### src/rtl/mem_bus_ctrl_pkg.sv
// Shared types and widths for the data-memory bus sequencer and the
// load/store alignment stage that feeds it.
package mem_bus_ctrl_pkg;

    localparam int MB_ADDR_W  = 32;
    localparam int MB_DATA_W  = 32;
    localparam int MB_BE_W    = 4;
    localparam int MB_TIMES_W = 2;
    localparam int MB_CNT_W   = 8;

    typedef enum logic [1:0] {
        MB_IDLE = 2'd0,
        MB_REQ  = 2'd1,
        MB_WAIT = 2'd2,
        MB_DONE = 2'd3
    } mb_state_e;

    // Counter increment that sticks at all-ones instead of wrapping.
    function automatic logic [MB_CNT_W-1:0] mb_sat_inc(input logic [MB_CNT_W-1:0] v);
        return (v == {MB_CNT_W{1'b1}}) ? v : v + 1'b1;
    endfunction

endpackage

### src/rtl/mem_bus_ctrl.sv
// Turns alignment-stage beat requests into single-beat req/gnt/rvalid
// transactions, with a pipeline stall and a sticky timeout error.
module mem_bus_ctrl
    import mem_bus_ctrl_pkg::*;
#(
    parameter int TIMEOUT = 255
) (
    input  logic                  clk,
    input  logic                  res_n,
    input  logic                  write,
    input  logic [MB_TIMES_W-1:0] times_required,
    input  logic [MB_ADDR_W-1:0]  addr_post,
    input  logic [MB_BE_W-1:0]    data_be,
    input  logic [MB_DATA_W-1:0]  data_to_mem,
    output logic                  finished_once,
    output logic [MB_DATA_W-1:0]  data_from_mem,
    output logic                  stall,
    output logic                  bus_err,
    output logic                  mem_req,
    output logic                  mem_we,
    output logic [MB_ADDR_W-1:0]  mem_addr,
    output logic [MB_BE_W-1:0]    mem_be,
    output logic [MB_DATA_W-1:0]  mem_wdata,
    input  logic                  mem_gnt,
    input  logic                  mem_rvalid,
    input  logic [MB_DATA_W-1:0]  mem_rdata
);

    localparam logic [MB_CNT_W-1:0] TIMEOUT_C = MB_CNT_W'(TIMEOUT);

    mb_state_e              state_q, state_d;
    logic                   we_q, we_d;
    logic [MB_ADDR_W-1:0]   addr_q, addr_d;
    logic [MB_BE_W-1:0]     be_q, be_d;
    logic [MB_DATA_W-1:0]   wdata_q, wdata_d;
    logic [MB_DATA_W-1:0]   rdata_q, rdata_d;
    logic                   err_q, err_d;
    logic [MB_CNT_W-1:0]    cnt_q, cnt_d;
    logic                   timed_out;

    // The counter equals the number of cycles spent since mem_req rose, so a
    // response arriving exactly TIMEOUT cycles later is still accepted.
    assign timed_out = (cnt_q == TIMEOUT_C);

    always_ff @(posedge clk or negedge res_n) begin
        if (!res_n) begin
            state_q <= MB_IDLE;
            we_q    <= 1'b0;
            addr_q  <= '0;
            be_q    <= '0;
            wdata_q <= '0;
            rdata_q <= '0;
            err_q   <= 1'b0;
            cnt_q   <= '0;
        end else begin
            state_q <= state_d;
            we_q    <= we_d;
            addr_q  <= addr_d;
            be_q    <= be_d;
            wdata_q <= wdata_d;
            rdata_q <= rdata_d;
            err_q   <= err_d;
            cnt_q   <= cnt_d;
        end
    end

    always_comb begin
        state_d = state_q;
        we_d    = we_q;
        addr_d  = addr_q;
        be_d    = be_q;
        wdata_d = wdata_q;
        rdata_d = rdata_q;
        err_d   = err_q;
        cnt_d   = cnt_q;

        unique case (state_q)
            MB_IDLE: begin
                if (times_required != '0) begin
                    we_d    = write;
                    addr_d  = addr_post;
                    be_d    = data_be;
                    wdata_d = data_to_mem;
                    cnt_d   = '0;
                    state_d = MB_REQ;
                end
            end
            MB_REQ: begin
                cnt_d = mb_sat_inc(cnt_q);
                if (timed_out) begin
                    err_d   = 1'b1;
                    rdata_d = '0;
                    state_d = MB_DONE;
                end else if (mem_gnt) begin
                    state_d = MB_WAIT;
                end
            end
            MB_WAIT: begin
                cnt_d = mb_sat_inc(cnt_q);
                if (mem_rvalid) begin
                    if (!we_q) begin
                        rdata_d = mem_rdata;
                    end
                    state_d = MB_DONE;
                end else if (timed_out) begin
                    err_d   = 1'b1;
                    rdata_d = '0;
                    state_d = MB_DONE;
                end
            end
            MB_DONE: begin
                state_d = MB_IDLE;
            end
            default: begin
                state_d = MB_IDLE;
            end
        endcase
    end

    assign mem_req       = (state_q == MB_REQ);
    assign mem_we        = mem_req & we_q;
    assign mem_addr      = addr_q;
    assign mem_be        = be_q;
    assign mem_wdata     = wdata_q;
    assign finished_once = (state_q == MB_DONE);
    assign data_from_mem = rdata_q;
    assign bus_err       = err_q;
    assign stall         = (times_required != '0) || (state_q != MB_IDLE);

endmodule

### config.mk
export PLATFORM = sky130hd
export DESIGN_NAME = mem_bus_ctrl
export DESIGN_NICKNAME = d
export VERILOG_FILES = /design/src/rtl/mem_bus_ctrl_pkg.sv /design/src/rtl/mem_bus_ctrl.sv
export SDC_FILE = /design/constraint.sdc
export NUM_CORES = 1
export LEC_CHECK = 0
export ABC_AREA = 1
export CAP_MARGIN = 20
export CORE_MARGIN = 2
export CORE_UTILIZATION = 45
export DETAILED_ROUTE_END_ITERATION = 8
export PLACE_DENSITY = 0.86
export SETUP_SLACK_MARGIN = 0.1
export SLEW_MARGIN = 20
export SYNTH_ARGS = -nofsm -noshare
export SYNTH_HDL_FRONTEND = slang
export SYNTH_SLANG_ARGS = --single-unit
### constraint.sdc
create_clock -name clk -period 3.4 [get_ports clk]
set_input_delay 0.68 -clock clk [delete_from_list [all_inputs] [get_ports clk]]
set_output_delay 0.68 -clock clk [all_outputs]
set_load 0.05 [all_outputs]
# ---- After elaboration in Yosys (flattened, before gate mapping)
# Cells that the tools add are included.
dict set report word_totals {
  register_bits 112
  inputBits 107
  out_inout_bits 105
  word_cells 48
}
dict set report op_classes {
  addsub 1
  eq_ne 10
  muxes 16
  bitwise 1
  reduce_logical 12
}
# op n
set ops {}
lappend ops {{$mux W32} 3}
lappend ops {{$pmux W32 S2} 1}
lappend ops {{$mux W8} 2}
lappend ops {{$pmux W8 S2} 1}
lappend ops {{$mux W2} 5}
lappend ops {{$add A8 B1 Y8 const B} 1}
lappend ops {{$eq A8 B8 Y1 const B} 1}
lappend ops {{$pmux W2 S4} 1}
lappend ops {{$reduce_bool A2 Y1} 4}
lappend ops {{$ne A2 B2 Y1 const B} 3}
lappend ops {{$ne A3 B3 Y1 const B} 2}
lappend ops {{$reduce_and A2 Y1} 3}
lappend ops {{$reduce_and A3 Y1} 2}
lappend ops {{$eq A2 B2 Y1 const B} 2}
lappend ops {{$ne A3 B1 Y1 const B} 1}
lappend ops {{$eq A2 B1 Y1 const B} 1}
lappend ops {{$logic_not A2 Y1} 1}
lappend ops {{$mux W1} 2}
lappend ops {{$pmux W1 S2} 1}
lappend ops {{$reduce_or A2 Y1} 1}
lappend ops {{$and A1 B1 Y1} 1}
lappend ops {{$logic_or A1 B1 Y1} 1}

# ---- Logic depth before layout (Yosys ltp)
# Gate-level depths: netlist of run 1.
dict set report depth {
  word_depth 4
  depth_mapped 9
  depth_no_buf 8
}

# ---- Worst setup path before layout of run 1
# No wires, ideal clock.
dict set report synth_path {
  kind {register to output}
  start {register state_q[1]}
  end {output port mem_we}
  arrival_time_ns 1.441
  t_required_ns 2.720
  setup_slack_ns 1.279
  path_stages_with_launch 5
  path_buffers 0
  cell_sequence {dfrtp_1 inv_1 ha_1 nand2_1 inv_1}
}
dict set report synth_between {
  elab_chain_cells 2
}
# item line_no
set synth_rtl {}
lappend synth_rtl {{start: declaration} mem_bus_ctrl.sv:31} ;# mb_state_e state_q, state_d;
lappend synth_rtl {{start signal: assignment} mem_bus_ctrl.sv:56} ;# state_q <= state_d;
lappend synth_rtl {{$eq A2 B1 Y1} mem_bus_ctrl.sv:120} ;# assign mem_req = (state_q == MB_REQ);
lappend synth_rtl {{net mem_req} mem_bus_ctrl.sv:19} ;# output logic mem_req,
lappend synth_rtl {{$and A1 B1 Y1} mem_bus_ctrl.sv:121} ;# assign mem_we = mem_req & we_q;
lappend synth_rtl {{end: declaration} mem_bus_ctrl.sv:20} ;# output logic mem_we,
# The timed path passes the listed nets, and every way through them passes these cells.

# ---- Final worst setup path of run 1
dict set report layout_path {
  start {input port times_required[0]}
  end {output port stall}
}
dict set report layout_between {
  elab_chain_cells 2
}
# item line_no
set layout_rtl {}
lappend layout_rtl {{start: declaration} mem_bus_ctrl.sv:11} ;# input logic [MB_TIMES_W-1:0] times_required,
lappend layout_rtl {{$reduce_bool A2 Y1} mem_bus_ctrl.sv:128} ;# assign stall = (times_required != '0) || (state_q != MB_IDLE);
lappend layout_rtl {{$logic_or A1 B1 Y1} mem_bus_ctrl.sv:128}
lappend layout_rtl {{end: declaration} mem_bus_ctrl.sv:17} ;# output logic stall,
# Every way passes these cells.

==> flow_metrics.tcl, run 1 <==
set metrics [dict create \
    whs_ns 0.3533 \
    path_max_fanout 4 \
    synthSimpleGateAreaFrac_pct 8.584 \
    grt_use_met1_pct 24.33 \
    gp_routability_congestion 0.8508 \
    avgViaCountPerCell 4.770 \
    setup-tns-final_ns 0 \
    post_drt_wl_per_cell_um 15.37 \
    ant_nets 0 \
    yosysTopAreaCell "dfrtp_1" \
    drt_iter0_markers 175 \
    grt_pass1_wl_um 18510 \
    synth_top_family_by_area "multiplexers" \
    yosysSeqAreaShare_pct 59.53 \
    ys_seq_elements 112 \
    drc_errors 0 \
    clock_skew_ns 0.01020 \
    root_buffer "clkbuf_8" \
    status "finished clean" \
    syn_to_final_growth_pct 51.05 \
    end_kind "output port" \
    min_path_type "in2async" \
    slew-limit-headroom_pct 52.42 \
    setup_viol 0 \
    critical_path_class "in2out" \
    dieWidth_um 106.3 \
    htreeDepth 3 \
    fin_crit_ns 2.930 \
    synth-compound-area-share_pct 8.132 \
    dieArea_um2 11300 \
    die_h_um 106.3 \
    syn-num-nets 500 \
    crit_top_cell "clkdlybuf4s50_1" \
    grt_setup_unrepaired "false" \
    clockBufferDepth 2 \
    synthMuxAreaShare_pct 16.50 \
    synth_top_area_share_pct 59.53 \
    grt_overflow 0 \
    max_stage_delay_ns 0.83 \
    yosysWarnings 0 \
    ir_drop_v 0.0005992 \
    cap_violations 0 \
    insertion_delay_ns 0.36 \
    drive_above_1_share_pct 19.10 \
    synth_area_per_cell_um2 12.17 \
    nNetsFinal 711 \
    cp_slowest_cell "clkdlybuf4s50_1" \
    cts_tree "done" \
    finalHoldViolCount 0 \
    synth_xor_xnor_area_share_pct 0 \
    port-buffer-count 211 \
    required_ns 2.72 \
    initial_utilization_pct 46.02 \
    grt_pass1_vias 3809 \
    num_rows 37 \
    period_share_pct 86.17 \
    cts_setup_buffers 0 \
    synth-adder-area-share_pct 1.594 \
    core_area_um2 10230 \
    synth_area_leaders "dfrtp_1, mux2_2, o21ai_2" \
    final_common_cell "clkdlybuf4s50_1" \
    firstDrtPassIters 4 \
    post_dp_cell_area_um2 6945 \
    dp_cells 723 \
    final_cell_mix "clkdlybuf4s50_1, dfrtp_1, nand2_1" \
    clk_pin_slew_ns 0.10 \
    startpoint_type "primary input" \
    netlist_area_um2 4708 \
    synth_cell_type_count 25 \
    via_count 3525 \
    fillers 752 \
    grt-busiest-layer "met2" \
    crit_family "buffers and inverters" \
    ctsResizeCount 0 \
    met2_usage_pct 36.26 \
    synthCells 387 \
    crit_buf_inv 2 \
    wirelength_um 11360 \
    slew_viol_final 0 \
    globalRouteMet3Util_pct 5.641 \
    fin_area_um2 7112 \
    fin_cells 739 \
    fmax_mhz 341.3 \
    p_leak_nw 3.056 \
    cts_hold_repair.buffers 0 \
    grt_max_degree 70 \
    antenna_found_initial 1 \
    clock_sinks 112 \
    p_per_area_nw_per_um2 1148 \
    ioPinCount 212 \
    dp_hpwl_um 8597 \
    ff_latch_area_um2 2803 \
    grt_util_all_layers_pct 20.82 \
    multiInputGateArea_um2 1647 \
    cp.arrival_ns 2.25 \
    tightest_slew_ns 0.7137 \
    cts_made_buffers 9 \
    cp_cell_sequence "clkdlybuf4s50_1, nor2_1, nand2_1, clkdlybuf4s50_1" \
]
[final timing paths]
| path | startpoint | to | slack [ns] | depth (start not counted) |
|---|---|---|---|---|
| worst min-delay path | res_n | mem_wdata[14] | 0.35 | 1 |
| worst max-delay path | times_required[0] | stall | 0.47 | 4 |
| max in group asynchronous | res_n | mem_addr[17] | 2.26 | 2 |
| min in group clk | mem_wdata[13] | mem_wdata[13] | 0.50 | 1 |
| worst max register to register | state_q[1] | data_from_mem[31] | 1.27 | 7 |
| worst min register to register | mem_wdata[13] | mem_wdata[13] | 0.50 | 1 |
[routing by layer]
layer / part of all wire (%) / routed length (µm) / up-vias
met5: 0 / 0 / -
met4: 2.3 / 265 / 0
met3: 8.0 / 904 / 17
met2: 51 / 5782 / 152
met1: 39 / 4405 / 1676
li1: - / - / 1680
[registers in the layout, indices dropped and copies added, names as in the netlist]
signal,cells
data_from_mem,32
state_q,2
mem_wdata,32
mem_be,4
we_q,1
mem_addr,32
cnt_q,8
bus_err,1
[where the power goes]
part           switching [W]  internal, W
sequential          0.000345      0.00198
combinational        0.00328      0.00186
clock               0.000416     0.000283
total                0.00404      0.00413
[synthesized netlist by cell type]
master	number
dfrtp_1	112
nand2_1	66
mux2_2	59
inv_1	43
o21ai_2	31
o21ai_0	11
mux2_1	10
nand3_1	10
buf_2	9
nor2_1	7
ha_1	6
buf_6	4
o21bai_1	3
a21oi_1	2
buf_4	2
nand3b_1	2
nor2_4	2
a21oi_4	1
nand2_2	1
nand2_4	1
nand4_1	1
nor2_2	1
o211ai_1	1
or2_1	1
or2_2	1
[cells by family after synthesis]
logic type | count (synthesis)
flops | 112
simple gates | 93
mux | 69
buf+inv | 58
compound gates | 49
fa+ha+maj | 6
[through the flow]
| stage | setup slack, ns | utilization, % | total power, W |
|---|---|---|---|
| 2_1_floorplan | 1.279 | - | 0.005808 |
| 3_3_place_gp | 0.5088 | 67.89 | 0.007393 |
| 3_5_place_dp | 0.4782 | 67.89 | 0.007531 |
| 4_1_cts | 0.4737 | 69.49 | 0.008247 |
| 5_1_grt | 0.4050 | 69.51 | 0.008584 |
| 6_report | 0.4701 | 69.51 | 0.008168 |
[layout make-up]
| class | instances | area share, % |
|---|---|---|
| Timing Repair Buffer | 215 | 30.44 |
| Tap cell | 136 | 2.393 |
| Clock inverter | 3 | 0.2639 |
| Antenna cell | 1 | 0.03519 |
| Multi-Input combinational cell | 217 | 23.15 |
| Clock buffer | 12 | 2.041 |
| Sequential cell | 112 | 39.41 |
| Inverter | 43 | 2.270 |
(Power assumes the default switching activity.)
==> run 2: changes to the inputs <==
Settings changed: CORE_ASPECT_RATIO set to 1.1.
==> run 2 against run 1 <==
  * Utilization grew 1.1 points
  * Worst hold slack gained 0.013 ns
  * Cell count rose by 1.2%
  * Die area about the same
  * Combinational power about the same
  * Final area rose by 2.2%
  * Sequential share of layout area is 0.85 points lower
  * Largest power group unchanged
  * Highest routed layer unchanged
==> flow_metrics.tcl, run 2 (synthesis gave the netlist of run 1 again) <==
set metrics [dict create \
    antenna_found_initial 0 \
    path_max_fanout 5 \
    cap_violations 0 \
    ir_drop_v 0.0007265 \
    ctsResizeCount 0 \
    grt_overflow 0 \
    num_rows 39 \
    critical_path_class "reg2out" \
    startpoint_type "register" \
    nNetsFinal 713 \
    drc_errors 0 \
    finalHoldViolCount 0 \
    tightest_slew_ns 0.6827 \
    firstDrtPassIters 5 \
    drt_iter0_markers 112 \
    setup-tns-final_ns 0 \
    setup_viol 0 \
    dieWidth_um 101.5 \
    clock_sinks 112 \
    htreeDepth 3 \
    grt-busiest-layer "met2" \
    cts_made_buffers 9 \
    syn_to_final_growth_pct 54.37 \
    insertion_delay_ns 0.34 \
    port-buffer-count 211 \
    r2r_cells 8 \
    initial_utilization_pct 45.73 \
    ioPinCount 212 \
    die_h_um 111.3 \
    cts_setup_buffers 0 \
    grt_setup_unrepaired "false" \
    status "finished clean" \
    fin_crit_ns 2.764 \
    via_count 3578 \
    clockBufferDepth 2 \
    grt_pass1_vias 3851 \
    cts_tree "done" \
    post_drt_wl_per_cell_um 15.43 \
    diodes 0 \
    root_buffer "clkbuf_16" \
    globalRouteMet3Util_pct 6.999 \
    fmax_mhz 361.8 \
    grt_use_met1_pct 22.67 \
    grt_util_all_layers_pct 20.96 \
    dp_hpwl_um 8794 \
    cts_hold_repair.buffers 0 \
    p_leak_nw 3.125 \
    ff2ff_setup_slack_ns 1.41 \
    avgViaCountPerCell 4.783 \
    final_common_cell "clkdlybuf4s50_1" \
    drive_above_1_share_pct 19.50 \
    grt_max_degree 62 \
    end_kind "output port" \
    met2_usage_pct 36.58 \
    r2r-start "state_q[0]" \
    slew_viol_final 0 \
    min_path_type "in2async" \
    core_area_um2 10300 \
    clk_pin_slew_ns 0.07 \
    gp_routability_congestion 0.7782 \
    ant_nets 0 \
    slew-limit-headroom_pct 54.49 \
    clock_skew_ns 0.007060 \
    worstReg2RegEnd "cnt_q[2]" \
    cp.arrival_ns 2.08 \
    required_ns 2.72 \
    p_per_area_nw_per_um2 1181 \
    wirelength_um 11540 \
    grt_pass1_wl_um 18340 \
    whs_ns 0.3662 \
    dieArea_um2 11300 \
    period_share_pct 81.29 \
    fillers 712 \
    final_cell_mix "clkdlybuf4s50_1, dfrtp_1, nand2_1" \
]
-- run 2: worst max-delay path by stage --
stage / start / endpoint / slack, ns / cells past startpoint
after CTS: state_q[1] / mem_we / 0.62 / 5
final: state_q[1] / mem_we / 0.64 / 5
after detailed placement: times_required[1] / stall / 0.99 / 4
after global routing: state_q[1] / mem_we / 0.49 / 5
after global placement: times_required[1] / stall / 1.02 / 4
after floorplan: state_q[1] / mem_we / 1.28 / 4
-- run 2: metrics by stage --
stage / instances / cell area (µm²) / setup WS [ns] / util [%] / total power, W
2_1_floorplan: 387 / 4708 / 1.279 / - / 0.005808
3_3_place_gp: 732 / 6954 / 1.015 / 67.54 / 0.007395
3_5_place_dp: 732 / 6954 / 0.9905 / 67.54 / 0.007523
4_1_cts: 748 / 7268 / 0.6182 / 70.59 / 0.008666
5_1_grt: 748 / 7268 / 0.4899 / 70.59 / 0.008999
6_report: 748 / 7268 / 0.6361 / 70.59 / 0.008587
-- run 2: worst max-delay path: stages (launching register included) --
cell             delay, ns
dfrtp_1               0.41
inv_1                 0.13
ha_1                  0.25
nand2_1               0.08
inv_1                 0.06
clkdlybuf4s50_1       0.81
-- run 2: routing by layer --
layer	wire length, µm	up-vias
met5	0	-
met2	5973	148
met1	4196	1720
met3	1044	24
met4	330	0
li1	-	1686
-- run 2: layout make-up --
type | instances | area, µm² | share of cell area [%]
flip-flops and latches | 112 | 2803 | 38.56
inverters | 43 | 161.4 | 2.221
clock buffers | 12 | 236.5 | 3.254
clock inverters | 4 | 77.57 | 1.067
repair buffers | 217 | 2165 | 29.78
multi-input cells | 217 | 1647 | 22.65
well taps | 143 | 178.9 | 2.462
-- run 2: power breakdown --
part,internal [W],switching [W],total [W]
Sequential,0.00198,0.000344,0.00233
Clock,0.000651,0.000464,0.00112
Combinational,0.00186,0.00329,0.00515
Total,0.00449,0.00409,0.00859
